==> config.mk <==
export PLATFORM = sky130hd
export DESIGN_NAME = cla_pipe_adder32
export DESIGN_NICKNAME = d
export VERILOG_FILES = /design/src/rtl/cla_pipe_adder32.sv
export SDC_FILE = /design/constraint.sdc
export NUM_CORES = 1
export LEC_CHECK = 0
export CAP_MARGIN = 0
export CORE_MARGIN = 1.5
export CORE_UTILIZATION = 50
export DETAILED_ROUTE_END_ITERATION = 8
export PLACE_DENSITY_LB_ADDON = 0.1
export SYNTH_ARGS = -nofsm -noshare
export SYNTH_HDL_FRONTEND = slang
export SYNTH_SLANG_ARGS = --single-unit
==> constraint.sdc <==
create_clock -name clk -period 3.15 [get_ports clk]
set_input_delay 0.315 -clock clk [delete_from_list [all_inputs] [get_ports clk]]
set_output_delay 0.315 -clock clk [all_outputs]
set_load 0.1 [all_outputs]
==> src/rtl/cla_pipe_adder32.sv <==
// Two-stage pipelined adder built from 4-bit carry-lookahead slices with valid/ready on both sides.
// Define CLA_OVF_FLAG_EN to add the registered signed-overflow output out_ovf.
module cla_pipe_adder32 #(
    parameter int WIDTH = 32,
    parameter int SPLIT = 16
) (
    input  logic             clk,
    input  logic             rst_n,
    input  logic             in_valid,
    output logic             in_ready,
    input  logic [WIDTH-1:0] in_a,
    input  logic [WIDTH-1:0] in_b,
    input  logic             in_cin,
    output logic             out_valid,
    input  logic             out_ready,
    output logic [WIDTH-1:0] out_sum,
    output logic             out_cout
`ifdef CLA_OVF_FLAG_EN
    ,
    output logic             out_ovf
`endif
);

    localparam int HI_W      = WIDTH - SPLIT;
    localparam int LO_SLICES = SPLIT / 4;
    localparam int HI_SLICES = HI_W / 4;

    // One 4-bit lookahead slice: returns {carry_out, sum[3:0]}.
    function automatic logic [4:0] cla4(input logic [3:0] a, input logic [3:0] b, input logic c);
        logic [3:0] g;
        logic [3:0] p;
        logic [4:0] cc;
        g     = a & b;
        p     = a ^ b;
        cc[0] = c;
        cc[1] = g[0] | (p[0] & c);
        cc[2] = g[1] | (p[1] & g[0]) | (p[1] & p[0] & c);
        cc[3] = g[2] | (p[2] & g[1]) | (p[2] & p[1] & g[0]) | (p[2] & p[1] & p[0] & c);
        cc[4] = g[3] | (p[3] & g[2]) | (p[3] & p[2] & g[1]) | (p[3] & p[2] & p[1] & g[0])
              | (p[3] & p[2] & p[1] & p[0] & c);
        return {cc[4], p ^ cc[3:0]};
    endfunction

    logic             r_s1_valid;
    logic [SPLIT-1:0] r_s1_lo;
    logic             r_s1_c;
    logic [HI_W-1:0]  r_s1_a_hi;
    logic [HI_W-1:0]  r_s1_b_hi;
    logic             r_s2_valid;
    logic [WIDTH-1:0] r_sum;
    logic             r_cout;

    logic             w_s1_en;
    logic             w_s2_en;
    logic [SPLIT-1:0] w_lo_sum;
    logic             w_lo_c;
    logic [HI_W-1:0]  w_hi_sum;
    logic             w_hi_c;

    assign w_s2_en  = !r_s2_valid || out_ready;
    assign w_s1_en  = !r_s1_valid || w_s2_en;
    assign in_ready = w_s1_en;

    // NOTE: every variable written in always_comb gets a default first so no latch is inferred.
    always_comb begin
        logic [4:0] w_slice;
        w_lo_sum = '0;
        w_lo_c   = in_cin;
        for (int k = 0; k < LO_SLICES; k++) begin
            w_slice           = cla4(in_a[4*k +: 4], in_b[4*k +: 4], w_lo_c);
            w_lo_sum[4*k +: 4] = w_slice[3:0];
            w_lo_c            = w_slice[4];
        end
    end

    always_comb begin
        logic [4:0] w_slice;
        w_hi_sum = '0;
        w_hi_c   = r_s1_c;
        for (int k = 0; k < HI_SLICES; k++) begin
            w_slice            = cla4(r_s1_a_hi[4*k +: 4], r_s1_b_hi[4*k +: 4], w_hi_c);
            w_hi_sum[4*k +: 4] = w_slice[3:0];
            w_hi_c             = w_slice[4];
        end
    end

    // NOTE: sequential state uses non-blocking assignments so all registers update from pre-edge values.
    always_ff @(posedge clk or negedge rst_n) begin
        if (!rst_n) begin
            r_s1_valid <= 1'b0;
            r_s1_lo    <= '0;
            r_s1_c     <= 1'b0;
            r_s1_a_hi  <= '0;
            r_s1_b_hi  <= '0;
        end else if (w_s1_en) begin
            r_s1_valid <= in_valid;
            r_s1_lo    <= w_lo_sum;
            r_s1_c     <= w_lo_c;
            r_s1_a_hi  <= in_a[WIDTH-1:SPLIT];
            r_s1_b_hi  <= in_b[WIDTH-1:SPLIT];
        end
    end

    // Output registers hold while out_valid & !out_ready, keeping the result stable.
    always_ff @(posedge clk or negedge rst_n) begin
        if (!rst_n) begin
            r_s2_valid <= 1'b0;
            r_sum      <= '0;
            r_cout     <= 1'b0;
        end else if (w_s2_en) begin
            r_s2_valid <= r_s1_valid;
            r_sum      <= {w_hi_sum, r_s1_lo};
            r_cout     <= w_hi_c;
        end
    end

    assign out_valid = r_s2_valid;
    assign out_sum   = r_sum;
    assign out_cout  = r_cout;

`ifdef CLA_OVF_FLAG_EN
    logic r_ovf;
    logic w_ovf;

    assign w_ovf = (r_s1_a_hi[HI_W-1] == r_s1_b_hi[HI_W-1]) && (w_hi_sum[HI_W-1] != r_s1_a_hi[HI_W-1]);

    always_ff @(posedge clk or negedge rst_n) begin
        if (!rst_n) begin
            r_ovf <= 1'b0;
        end else if (w_s2_en) begin
            r_ovf <= w_ovf;
        end
    end

    assign out_ovf = r_ovf;
`endif

endmodule
==> reports/results.txt, run 1 <==
P_int: 2.24 mW
Wire length per cell: 13.8 µm
Clock power frac: 18.8%
Combinational share of power: 46.9%
Setup Skew: 0.0112 ns
CTS clock-pin slew for the worst setup and hold paths: 0.09 ns
NetSw: 1.91 mW
Count of pins over their slew limit: 0
Ys async rst share: 100%
Synth warnings: 0
Nets: 683
CTS buffer count: 9
Synth Instances: 473
Post-CTS sizing: 0
Synth Register Bits: 84
CTS tree: done
Worst skew pair latency: 0.35 ns
Avg Inst Size Synth: 9.31 µm²
Design area: 5750 µm²
CP Data Arrival Time: 3.17 ns
Min-Delay Path Class: in2async
Port Buffers: 103
Switching Share: 46.0%
Max-Cap Viols: 0
Fill cells: 725
Vias in the first global route: 3538
Die ar.: 9380 µm²
CTS Sinks: 84
Routability cong.: 0.934
Total Power: 4.15 mW
Tcrit/Tclk final: 94.0%
Number of H-tree levels: 3
Routed Antenna Nets: 0
Starting Density: 51.0%
Count of cell types in the netlist: 48
RSZ-0062 raised after global routing: false
Drt pass-1 iters: 5
EDFF count, synth: 0
Core footprint: 8640 µm²
Vias: 3595
Setup violations, final: 0
Post-route DRC violation count: 0
WP data required: 3.36 ns
Row count: 34
Bufs on Longest Clock Path: 2
Power Dens Cells: 723 nW/µm²
Slew HR: 31.0%
Avg Vias per Cell: 5.23
Final wirelength: 9.50 mm
Total GRT Usage: 21.4%
Max VDD drop: 0.379 mV
Leak Pwr: 2.72 nW
Fmax: 338 MHz
N_diodes: 0
Io pins: 104
Final setup TNS: 0 ns
Main synth FF type: dfrtp_1
Initial antenna violation count: 0
Kind of start point of the critical path: flip-flop
Period minus WS final: 2.96 ns
Post-detail-place hpwl: 6.91 mm
Slew @ Worst Pin: 1.03 ns
Fin. Hold Viols: 0
Layout area overhead: 30.6%
Reg2Reg Depth: 10
# Post-CTS Setup Buffers: 0
Final Util: 66.5%
Sequential Power Share: 34.3%
Largest net degree at the start of global routing: 85
Layout cells sized above 1: 5.53%
First-pass GRT wire length: 16.3 mm
Die H: 96.8 µm
Syn Nets: 582
Iter 0 DRT Violations: 108
Mapped cell area: 4400 µm²
Setup CP Type: reg2reg
Clock root buffer: clkbuf_8
Grt total ovfl: 0
Cts hold-fix bufs: 0
Critical path peak fanout: 3
CP Capture Type: flip-flop
Post-synthesis sequential area ratio: 47.8%
Overall die width: 96.8 µm
Status: complete, no violations
Placed Area: 5550 µm²
## per-stage QoR
step           setup WS (ns)  std cells  hold slack (ns)
2_1_floorplan          0.340        473           0.0194
3_3_place_gp           0.207        671            0.434
3_5_place_dp           0.129        671            0.443
4_1_cts                0.185        687            0.179
5_1_grt               0.0449        687            0.230
6_report               0.190        687            0.146
## worst max-delay path, stage by stage (launching register included)
cell       delay (ns)
dfrtp_1          0.39
ha_1             0.32
a211o_1          0.35
a2111oi_4        0.41
nor4_2           0.12
o21a_1           0.21
o21a_1           0.18
or2_1            0.23
fa_1             0.38
xnor2_1          0.15
o21ai_0          0.08
## flip-flops by register name, indices dropped and copies added, names as in the netlist
signal / cells
r_s1_c: 1
r_s1_a_hi: 16
r_s1_lo: 16
out_valid: 1
r_s1_valid: 1
out_cout: 1
r_s1_b_hi: 16
out_sum: 32
## kinds of logic after synthesis
group / Yosys count / synth area share (%)
buffers and inverters: 28 / 2.42
xor gates and xnor gates: 17 / 3.38
AOI/OAI and AO/OA: 77 / 12.0
adders and majority gates: 40 / 12.7
and+or+nand+nor: 227 / 21.7
DFF: 84 / 47.8
## worst paths after layout
check	from	endpoint	slack, ns
max	r_s1_a_hi[0]	out_sum[29]	0.19
min reg2reg	r_s1_valid	out_valid	0.46
min in group clk	r_s1_valid	out_valid	0.46
max reg2reg	r_s1_a_hi[0]	out_sum[29]	0.19
min	rst_n	out_sum[1]	0.15
max in group asynchronous	rst_n	out_sum[11]	2.35
## metal layers
layer	track usage, %	wire [µm]	vias to the layer above
li1	-	-	1772
met1	27.5	4310	1722
met2	36.1	4650	95
met3	4.62	452	6
met4	6.80	88	0
met5	0	0	-
## cells in the mapped netlist, types with 3 or more instances
library cell,count,area share (%)
buf_1,4,0.34
a21o_1,9,1.5
xnor2_1,13,2.6
inv_1,9,0.77
nand3b_1,6,1.0
o21bai_1,3,0.51
xor2_1,4,0.80
clkbuf_1,13,1.1
nand2b_1,6,0.85
o31ai_1,4,0.68
o21ai_1,3,0.34
o21a_1,6,1.0
nor3_1,4,0.45
dfrtp_1,84,48
fa_1,8,3.6
o21ai_0,14,1.6
nor2b_1,4,0.57
a21oi_1,20,2.3
nor3b_1,3,0.51
nor2_1,16,1.4
nand2_1,176,15
ha_1,32,9.1
a211oi_1,3,0.51
## layout make-up
class	count	area [µm²]	area share, %
clock buffer	11	141	2.46
clock inverter	5	60.1	1.05
inverter	10	37.5	0.653
multi-input combinational	361	2200	38.2
sequential	84	2100	36.6
tap	108	135	2.35
timing repair buffer	108	1070	18.7
## power by group through the flow
stage | registers (mW) | logic (mW) | clock network, mW
2_1_floorplan | 2.35 | 0.523 | 0
3_3_place_gp | 1.44 | 1.93 | 0
3_5_place_dp | 1.45 | 1.95 | 0
4_1_cts | 1.43 | 1.96 | 0.798
5_1_grt | 1.46 | 2.06 | 0.848
6_report | 1.42 | 1.95 | 0.779
## layout by cell type (no fill, tap or decap), types with 2 or more instances in the layout
| master | netlist | routed |
|---|---|---|
| dfrtp_1 | 84 | 84 |
| nand2b_1 | 6 | 6 |
| ha_1 | 32 | 32 |
| o21a_1 | 6 | 6 |
| o211ai_1 | 2 | 2 |
| o21ai_1 | 3 | 3 |
| inv_1 | 9 | 9 |
| a21oi_1 | 20 | 20 |
| and3_1 | 2 | 2 |
| nor3_1 | 4 | 4 |
| o21ai_0 | 14 | 14 |
| nor2_1 | 16 | 16 |
| buf_4 | 0 | 7 |
| a21o_1 | 9 | 9 |
| o21bai_1 | 3 | 3 |
| xnor2_1 | 13 | 13 |
| o31ai_1 | 4 | 4 |
| nand3b_1 | 6 | 6 |
| fa_1 | 8 | 8 |
| nand2_1 | 176 | 176 |
| clkbuf_8 | 0 | 10 |
| xor2_1 | 4 | 4 |
| nor3b_1 | 3 | 3 |
| a211oi_1 | 3 | 3 |
| nand3_1 | 2 | 2 |
| nor2b_1 | 4 | 3 |
| clkdlybuf4s50_1 | 0 | 100 |
Note: power is estimated with default switching activity, not from simulation.
==> inputs of run 2 (changes only) <==
Settings changed: CTS_CLUSTER_SIZE set to 12.
==> results of run 2 <==
Same layout as run 1: the final DEF is identical, and so are final timing and power.
==> inputs of run 3 (changes only) <==
Settings changed: GPL_TIMING_DRIVEN set to 0.
==> run 3 against run 2 <==
Compared with the run above:
- sequential share of layout area decreased by 0.28 points
- routed wire length increased by 12%
- clock power decreased by 12%
- critical path type unchanged
- flip-flop and latch count unchanged
- critical endpoint unchanged
- first-iteration DRC count decreased by 4.6%
- clock-buffer cell count unchanged
- worst hold slack improved by 0.31 ns
- critical path depth unchanged
- global-route usage increased by 2.4 points
==> reports/results.txt, run 3 (same netlist as run 1, synthesis figures left out) <==
Status: complete, no violations
Post-detail-place hpwl: 7.94 mm (+15%)
RSZ-0062 raised after global routing: false
Slew @ Worst Pin: 1.01 ns (-0.0278 ns)
Power Dens Cells: 710 nW/µm² (-1.7%)
Count of pins over their slew limit: 0 (unchanged)
Max VDD drop: 0.296 mV (-22%)
Cell Count, Final, Fillers Out: 703 (+2.3%)
CTS clock-pin slew for the worst setup and hold paths: 0.08 ns (about the same)
Overall die width: 96.8 µm (unchanged)
Worst setup margin: 0.126 ns (-0.0643 ns)
Post-placement cell count: 685 (+2.1%)
Drt pass-1 iters: 4 (-1)
Max-Cap Viols: 0 (unchanged)
First-pass GRT wire length: 17.7 mm (+8.6%)
Hold WS: 0.453 ns (+0.307 ns)
CP Capture Type: flip-flop
Grt total ovfl: 0 (unchanged)
Setup CP Type: reg2reg
Port Buffers: 103 (unchanged)
Final Util: 67.1% (+0.52 points)
CTS tree: done
Area of the multi-input gates: 2200 µm² (+0.34%)
Most frequent cells in the layout: 176 x nand2_1, 101 x clkdlybuf4s50_1, 84 x dfrtp_1
Vias in the first global route: 3711 (+4.9%)
Iter 0 DRT Violations: 103 (-4.6%)
CP Data Arrival Time: 3.23 ns (+0.06 ns)
Worst skew pair latency: 0.35 ns (about the same)
Wire length per cell: 15.1 µm (+9.2%)
Die ar.: 9380 µm² (unchanged)
Largest net degree at the start of global routing: 51 (-40%)
Max FFs per register: 32 (unchanged)
Setup Skew: 0.0159 ns (+0.00472 ns)
Post-route DRC violation count: 0 (unchanged)
Fmax: 331 MHz (-2.1%)
Routability cong.: 0.820 (-12%)
N_diodes: 0 (unchanged)
Core footprint: 8640 µm² (unchanged)
Final wirelength: 10.6 mm (+12%)
Reg area: 2100 µm² (unchanged)
CTS buffer count: 9 (unchanged)
Layout cells sized above 1: 4.71% (-0.82 points)
Row count: 34 (unchanged)
Vias: 3661 (+1.8%)
Kind of start point of the critical path: flip-flop
Initial antenna violation count: 0 (unchanged)
Clock root buffer: clkbuf_8
Critical path peak fanout: 3 (unchanged)
CTS Sinks: 84 (unchanged)
Placed Area: 5590 µm² (+0.86%)
Nets: 700 (+2.5%)
Setup violations, final: 0 (unchanged)
Die H: 96.8 µm (unchanged)
Period minus WS final: 3.02 ns (+0.0643 ns)
Total GRT Usage: 23.8% (+2.4 points)
Avg Vias per Cell: 5.21 (-0.48%)
Layout area overhead: 31.6%
Fin. Hold Viols: 0 (unchanged)
Slew HR: 32.7% (+1.6 points)
Pre-CTS setup slack: -0.242 ns (-0.371 ns)
Io pins: 104 (unchanged)
Routed Antenna Nets: 0 (unchanged)
Tcrit/Tclk final: 96.0% (+2.0 points)
Leak Pwr: 2.73 nW (+0.19%)
Bufs on Longest Clock Path: 2 (unchanged)
WP data required: 3.36 ns (about the same)
Min-Delay Path Class: reg2reg
Starting Density: 51.0% (unchanged)
Commonest non-fill, non-tap cell in the layout: nand2_1
Number of H-tree levels: 3 (unchanged)
Fill cells: 739 (+1.9%)
Design area: 5790 µm² (+0.78%)
==> run 3: worst max-delay path: stages, from the launching register on <==
cell and delay, ns:
dfrtp_1 0.40, ha_1 0.32, a211o_1 0.31, a2111oi_4 0.52, nor4_4 0.10, o21a_1 0.22
o21a_1 0.18, or2_1 0.22, fa_2 0.35, xnor2_1 0.18, o21ai_0 0.10
==> run 3: layout make-up <==
type | instances | area share [%]
repair buffers | 107 | 18.6
well taps | 108 | 2.33
inverters | 10 | 0.648
clock inverters | 4 | 0.454
multi-input cells | 361 | 38.1
plain buffers | 18 | 1.19
flip-flops and latches | 84 | 36.3
clock buffers | 11 | 2.44
==> run 3: per-layer routing <==
layer / global-route usage (%) / share of wire [%] / vias up
met1: 30.5 / 46 / 1763
met2: 40.6 / 48 / 81
met3: 4.05 / 3.5 / 13
li1: - / - / 1804
met5: 0 / 0 / -
met4: 8.36 / 1.7 / 0
==> run 3: timing repair <==
action / 4_1_cts / 5_1_grt
pin swaps: 0 / 3
endpoints found under the hold margin: 34 / 0
cloned: 0 / 0
resized for setup: 1 / 4
buffers inserted: 0 / 2
hold buffers: 1 / 0
endpoints found under the setup margin: 1 / 2
==> run 3: power by group <==
part	leakage [nW]	switching (mW)	internal (mW)	total [mW]
Sequential	0.995	0.138	1.30	1.43
Clock	0.0852	0.379	0.303	0.682
Combinational	1.65	1.43	0.571	2.00
Total	2.73	1.94	2.17	4.11
==> run 3: path summary, 6_finish.rpt <==
kind / start / to / slack [ns] / cells past startpoint
setup reg to reg: r_s1_a_hi[0] / out_sum[29] / 0.13 / 10
min in group asynchronous: rst_n / out_cout / 0.46 / 2
hold reg to reg: r_s1_valid / out_valid / 0.45 / 1
max in group asynchronous: rst_n / r_s1_lo[12] / 2.09 / 3
setup / recovery: r_s1_a_hi[0] / out_sum[29] / 0.13 / 10
hold / removal: r_s1_valid / out_valid / 0.45 / 1
==> run 3: metrics by stage <==
stage | TNS, ns | power, mW
after floorplan | 0 | 2.87
after global placement | -97.56 | 3.39
after detailed placement | -0.242 | 3.43
after CTS | 0 | 4.12
after global routing | 0 | 4.31
final | 0 | 4.11
